### config.mk
export PLATFORM = sky130hd
export DESIGN_NAME = apple_timing_seq
export DESIGN_NICKNAME = d
export VERILOG_FILES = /design/src/rtl/apple_timing_seq.sv
export SDC_FILE = /design/constraint.sdc
export NUM_CORES = 1
export LEC_CHECK = 0
export ABC_AREA = 1
export CAP_MARGIN = 20
export CORE_ASPECT_RATIO = 0.75
export CORE_MARGIN = 5
export CORE_UTILIZATION = 40
export CTS_BUF_LIST = sky130_fd_sc_hd__clkbuf_2
export DETAILED_ROUTE_END_ITERATION = 8
export DONT_BUFFER_PORTS = 1
export PLACE_DENSITY = 0.55
export SLEW_MARGIN = 25
export SYNTH_ARGS = -nofsm -noshare
export SYNTH_HDL_FRONTEND = slang
export SYNTH_SLANG_ARGS = --single-unit
### constraint.sdc
create_clock -name CLK_14M -period 4.7 [get_ports CLK_14M]
set_clock_uncertainty 0.2 [all_clocks]
set_input_delay 0.47 -clock CLK_14M [delete_from_list [all_inputs] [get_ports CLK_14M]]
set_output_delay 0.47 -clock CLK_14M [all_outputs]
set_load 0.01 [all_outputs]
### src/rtl/apple_timing_seq.sv
// ---------------------------------------------------------------------------
// apple_timing_seq
//
// Master timing sequencer for the Apple II gate-level model. Runs from the
// 14.318 MHz master clock. It divides 14M into machine cycles, builds PHI0,
// Q3 and the DRAM strobes, and drives the controls of the 74S195 video/timing
// shift register. The PHI0-high half of the last machine cycle of each scan
// line is stretched so that the colour reference phase stays locked.
//
// Ports:
//   CLK_14M    in   master 14M clock, rising edge active
//   RST        in   asynchronous active-high reset
//   SR_MODE    in   0 = parallel load every cycle, 1 = shift only
//   PHI0       out  CPU phase 0
//   Q3         out  2 MHz asymmetric strobe
//   RASn       out  DRAM row strobe, active low
//   AXn        out  address mux select, low = column address
//   CASn       out  DRAM column strobe, active low
//   SR_SH_LDn  out  74S195 SH/LDn, low = parallel load
//   SR_J       out  74S195 J input
//   SR_K       out  74S195 K input
//   LONG_CYC   out  high throughout the stretched machine cycle
//   CYC_CNT    out  machine-cycle index within the scan line
//   CYC_START  out  one-tick pulse on tick 0 of every machine cycle
// ---------------------------------------------------------------------------
module apple_timing_seq #(
    parameter int HALF_TICKS   = 7,
    parameter int LONG_EXTRA   = 2,
    parameter int CYC_PER_LINE = 65
) (
    input  logic       CLK_14M,
    input  logic       RST,
    input  logic       SR_MODE,
    output logic       PHI0,
    output logic       Q3,
    output logic       RASn,
    output logic       AXn,
    output logic       CASn,
    output logic       SR_SH_LDn,
    output logic       SR_J,
    output logic       SR_K,
    output logic       LONG_CYC,
    output logic [6:0] CYC_CNT,
    output logic       CYC_START
);

    // Sequencer state. The output registers below present the decode of
    // this state one tick later, so every output (including CYC_CNT) stays
    // mutually aligned.
    logic       phase;
    logic [3:0] h;
    logic [6:0] cyc;

    logic       is_long;
    logic [3:0] half_len;
    logic       half_end;

    // Only the PHI0-high half of the last cycle of the line is stretched.
    always_comb begin
        is_long  = (cyc == 7'(CYC_PER_LINE - 1));
        half_len = 4'(HALF_TICKS);
        if (phase && is_long) begin
            half_len = 4'(HALF_TICKS + LONG_EXTRA);
        end
        half_end = (h == half_len - 4'd1);
    end

    // Tick-in-half counter, phase toggle, and machine-cycle counter that
    // advances on the high-to-low PHI0 transition.
    always_ff @(posedge CLK_14M or posedge RST) begin
        if (RST) begin
            phase <= 1'b0;
            h     <= 4'd0;
            cyc   <= 7'd0;
        end else begin
            if (half_end) begin
                h     <= 4'd0;
                phase <= ~phase;
                if (phase) begin
                    if (is_long) begin
                        cyc <= 7'd0;
                    end else begin
                        cyc <= cyc + 7'd1;
                    end
                end
            end else begin
                h <= h + 4'd1;
            end
        end
    end

    // Registered output decode. The same threshold rules apply in both
    // halves, so in the stretched half the strobes simply stay asserted
    // through the extra ticks. CYC_START is held low in reset, so its first
    // pulse appears on the first edge after reset is released. The load
    // pulse lands on the final tick of the PHI0-high half, whatever its
    // length, and is suppressed in shift-only mode.
    always_ff @(posedge CLK_14M or posedge RST) begin
        if (RST) begin
            PHI0      <= 1'b0;
            Q3        <= 1'b1;
            RASn      <= 1'b1;
            AXn       <= 1'b1;
            CASn      <= 1'b1;
            SR_SH_LDn <= 1'b1;
            SR_J      <= 1'b0;
            SR_K      <= 1'b1;
            LONG_CYC  <= 1'b0;
            CYC_CNT   <= 7'd0;
            CYC_START <= 1'b0;
        end else begin
            PHI0      <= phase;
            Q3        <= (h < 4'd4);
            RASn      <= ~(h >= 4'd2);
            AXn       <= ~(h >= 4'd3);
            CASn      <= ~(h >= 4'd4);
            SR_SH_LDn <= ~(phase && half_end && !SR_MODE);
            SR_J      <= 1'b0;
            SR_K      <= 1'b1;
            LONG_CYC  <= is_long;
            CYC_CNT   <= cyc;
            CYC_START <= (!phase && (h == 4'd0));
        end
    end

endmodule
==> flow_summary.json <==
{
  "grt_pass1_vias": 830,
  "cts_max_level": 1,
  "areaGrowthSynthToFinish_pct": 3.579,
  "grt_remaining_overflow": 0,
  "yosys_warnings": 0,
  "power_density_nw_per_um2": 240.0,
  "postCtsSetupBuffers": 0,
  "post-route-drc-count": 0,
  "cp.required_ns": 4.81,
  "max_stage_delay_ns": 0.50,
  "antenna_found_initial": 0,
  "rsz0062_at_grt": "no",
  "cpMostUsedCell": "nand2_1",
  "routabilityCongestion": 0.8371,
  "grt_pass1_wl_um": 3884,
  "clockBufferDepth": 2,
  "die_width_um": 74.78,
  "synth-seq-area-share_pct": 52.09,
  "whs_ns": 0.2927,
  "cp.arrival_ns": 1.97,
  "crit_type": "flop to flop",
  "synth_fp_nets": 148,
  "crit_chain": "inv_1, ha_1, nand2_1, nor2_1, nand3_1, nand2_1, nand3_4, or2_1",
  "start_util_pct": 42.27,
  "numCtsBuffers": 3,
  "met2_usage_pct": 17.65,
  "final_cells": 179,
  "dpl.hpwl_um": 1531,
  "gr-usage-all-layers_pct": 11.63,
  "finalPower_uw": 312.9,
  "netlist_instances": 140,
  "cts_sinks": 26,
  "synthesis.area_um2": 1259,
  "post-place-cells": 173,
  "clkSlewWorstSetupHoldPaths_ns": 0.23,
  "die_h_um": 58.58,
  "fin_area_um2": 1304,
  "hp-class": "flop to flop",
  "r2r_setup_slack_ns": 2.83,
  "finalNetCount": 150,
  "worstSetupEndpointType": "flop",
  "io_buffers": 0,
  "die_area_um2": 4380,
  "vdd_drop_max_mv": 0.09301,
  "ios": 20,
  "via_per_inst": 4.676,
  "ys_ff_latch": 26,
  "final_util_pct": 43.78,
  "ant_nets": 0,
  "fmax_mhz": 536.0,
  "leakagePower_nw": 0.6942,
  "cts_tree": "built",
  "postPlaceCellArea_um2": 1265,
  "std_cell_rows": 17,
  "finalHoldViolCount": 0,
  "diodes": 0,
  "fin_crit_ns": 1.866,
  "grt-busiest-layer": "met2",
  "core_area_um2": 2978,
  "max_cap_viol_count": 0,
  "wl_um": 2155,
  "drt_first_pass_iters": 4,
  "status": "finished, final reports clean",
  "worstMarginPinSlew_ns": 0.5266,
  "cts-root-buf": "clkbuf_2",
  "drtIter0Drc": 27,
  "slowest_stage": "dfrtp_1",
  "post-route-period-util_pct": 39.70,
  "use_met3_pct": 5.631,
  "clock_latency_ns": 0.35,
  "finalSetupViolCount": 0,
  "avgSynthCellArea_um2": 8.991,
  "vias": 837,
  "max_slew_margin_pct": 64.84,
  "wl_per_cell_um": 12.04,
  "setup_ws_ns": 2.834,
  "critPathBufInv": 1,
  "cts_resized": 0,
  "yosysUniqueCellTypes": 19,
  "tns_ns": 0,
  "crit_family": "simple AND/OR/NAND/NOR gates",
  "drive_gt1_share_pct": 11.35,
  "gr-usage-met1_pct": 14.83,
  "grt_max_degree": 27,
  "crit_path_start_kind": "flop",
  "final-max-slew-violation-count": 0,
  "crit_fanout": 8,
  "place_ws_ns": 2.880
}
==> cell usage after synthesis, drive strengths merged <==
cell type | n | area, µm²
buf | 4 | 33.78
clkbuf | 1 | 7.510
conb | 2 | 7.510
dfrtp | 22 | 550.5
dfstp | 4 | 105.1
ha | 5 | 62.56
inv | 22 | 82.58
nand2 | 33 | 123.9
nand3 | 13 | 90.08
nand4 | 4 | 25.02
nor2 | 21 | 108.9
nor3 | 2 | 10.01
o21ai | 2 | 10.01
or2 | 1 | 6.260
xor2 | 4 | 35.03
==> routing by layer <==
metal / up-vias / wire (µm)
met4: 0 / 21
met3: 4 / 174
met2: 22 / 873
met1: 389 / 1085
met5: - / 0
li1: 422 / -
==> flip-flops by register name (all words and copies together), names as in the netlist <==
signal / cells
AXn: 1
CASn: 1
CYC_CNT: 7
CYC_START: 1
LONG_CYC: 1
PHI0: 1
RASn: 1
SR_SH_LDn: 1
cyc: 7
h: 4
phase: 1
==> where the power goes <==
part           switching [mW]  internal [mW]
Clock                  0.0638         0.0185
Sequential                  0          0.224
Combinational         0.00507        0.00119
Total                  0.0689          0.244
==> worst register-to-register path, cell delays in order (launching register included) <==
cell     delay, ns
dfrtp_1       0.50
inv_1         0.11
ha_1          0.15
nand2_1       0.06
nor2_1        0.13
nand3_1       0.08
nand2_1       0.20
nand3_4       0.14
or2_1         0.24
==> placed cells by master, fill, tap and decap left out, types with 3 or more instances in the layout <==
cell type	count
clkbuf_2	3
inv_1	21
dfrtp_1	22
nand2_1	33
dfstp_2	4
xor2_1	4
ha_1	5
nor2_1	15
nand3_1	11
nand4_1	4
nor2_4	3
nor2_2	3
==> final cells by class <==
type	instances	area, µm²
clock buffers	3	15.01
repair buffers	2	20.02
multi-input cells	87	479.2
inverters	22	82.58
fillers	301	1674
well taps	38	47.55
flip-flops and latches	26	655.6
clock inverters	1	3.754
==> worst paths after layout <==
| check | startpoint | end | cells past startpoint |
|---|---|---|---|
| worst max-delay path | cyc[0]$_DFFE_PP0P_ | SR_SH_LDn$_DFF_PP1_ | 8 |
| worst max register to register | cyc[0]$_DFFE_PP0P_ | SR_SH_LDn$_DFF_PP1_ | 8 |
| worst min register to register | cyc[6]$_DFFE_PP0P_ | CYC_CNT[6]$_DFF_PP0_ | 0 |
| max in group asynchronous | RST | SR_SH_LDn$_DFF_PP1_ | 2 |
| worst min-delay path | cyc[6]$_DFFE_PP0P_ | CYC_CNT[6]$_DFF_PP0_ | 0 |
| min in group asynchronous | RST | h[2]$_DFF_PP0_ | 2 |
==> kinds of logic after synthesis <==
group	synth area share, %
buffers and inverters	9.841
adders and majority gates	4.970
other	0.5966
DFF	52.09
AOI/OAI and AO/OA	0.7953
xor gates and xnor gates	2.783
and+or+nand+nor	28.93
==> repair_timing <==
| action | CTS | global route |
|---|---|---|
| hold buffers | 1 | 1 |
| hold endpoints to repair | 1 | 22 |
| endpoints found under the setup margin | 0 | 0 |
Note: power is estimated with default switching activity, not from simulation.
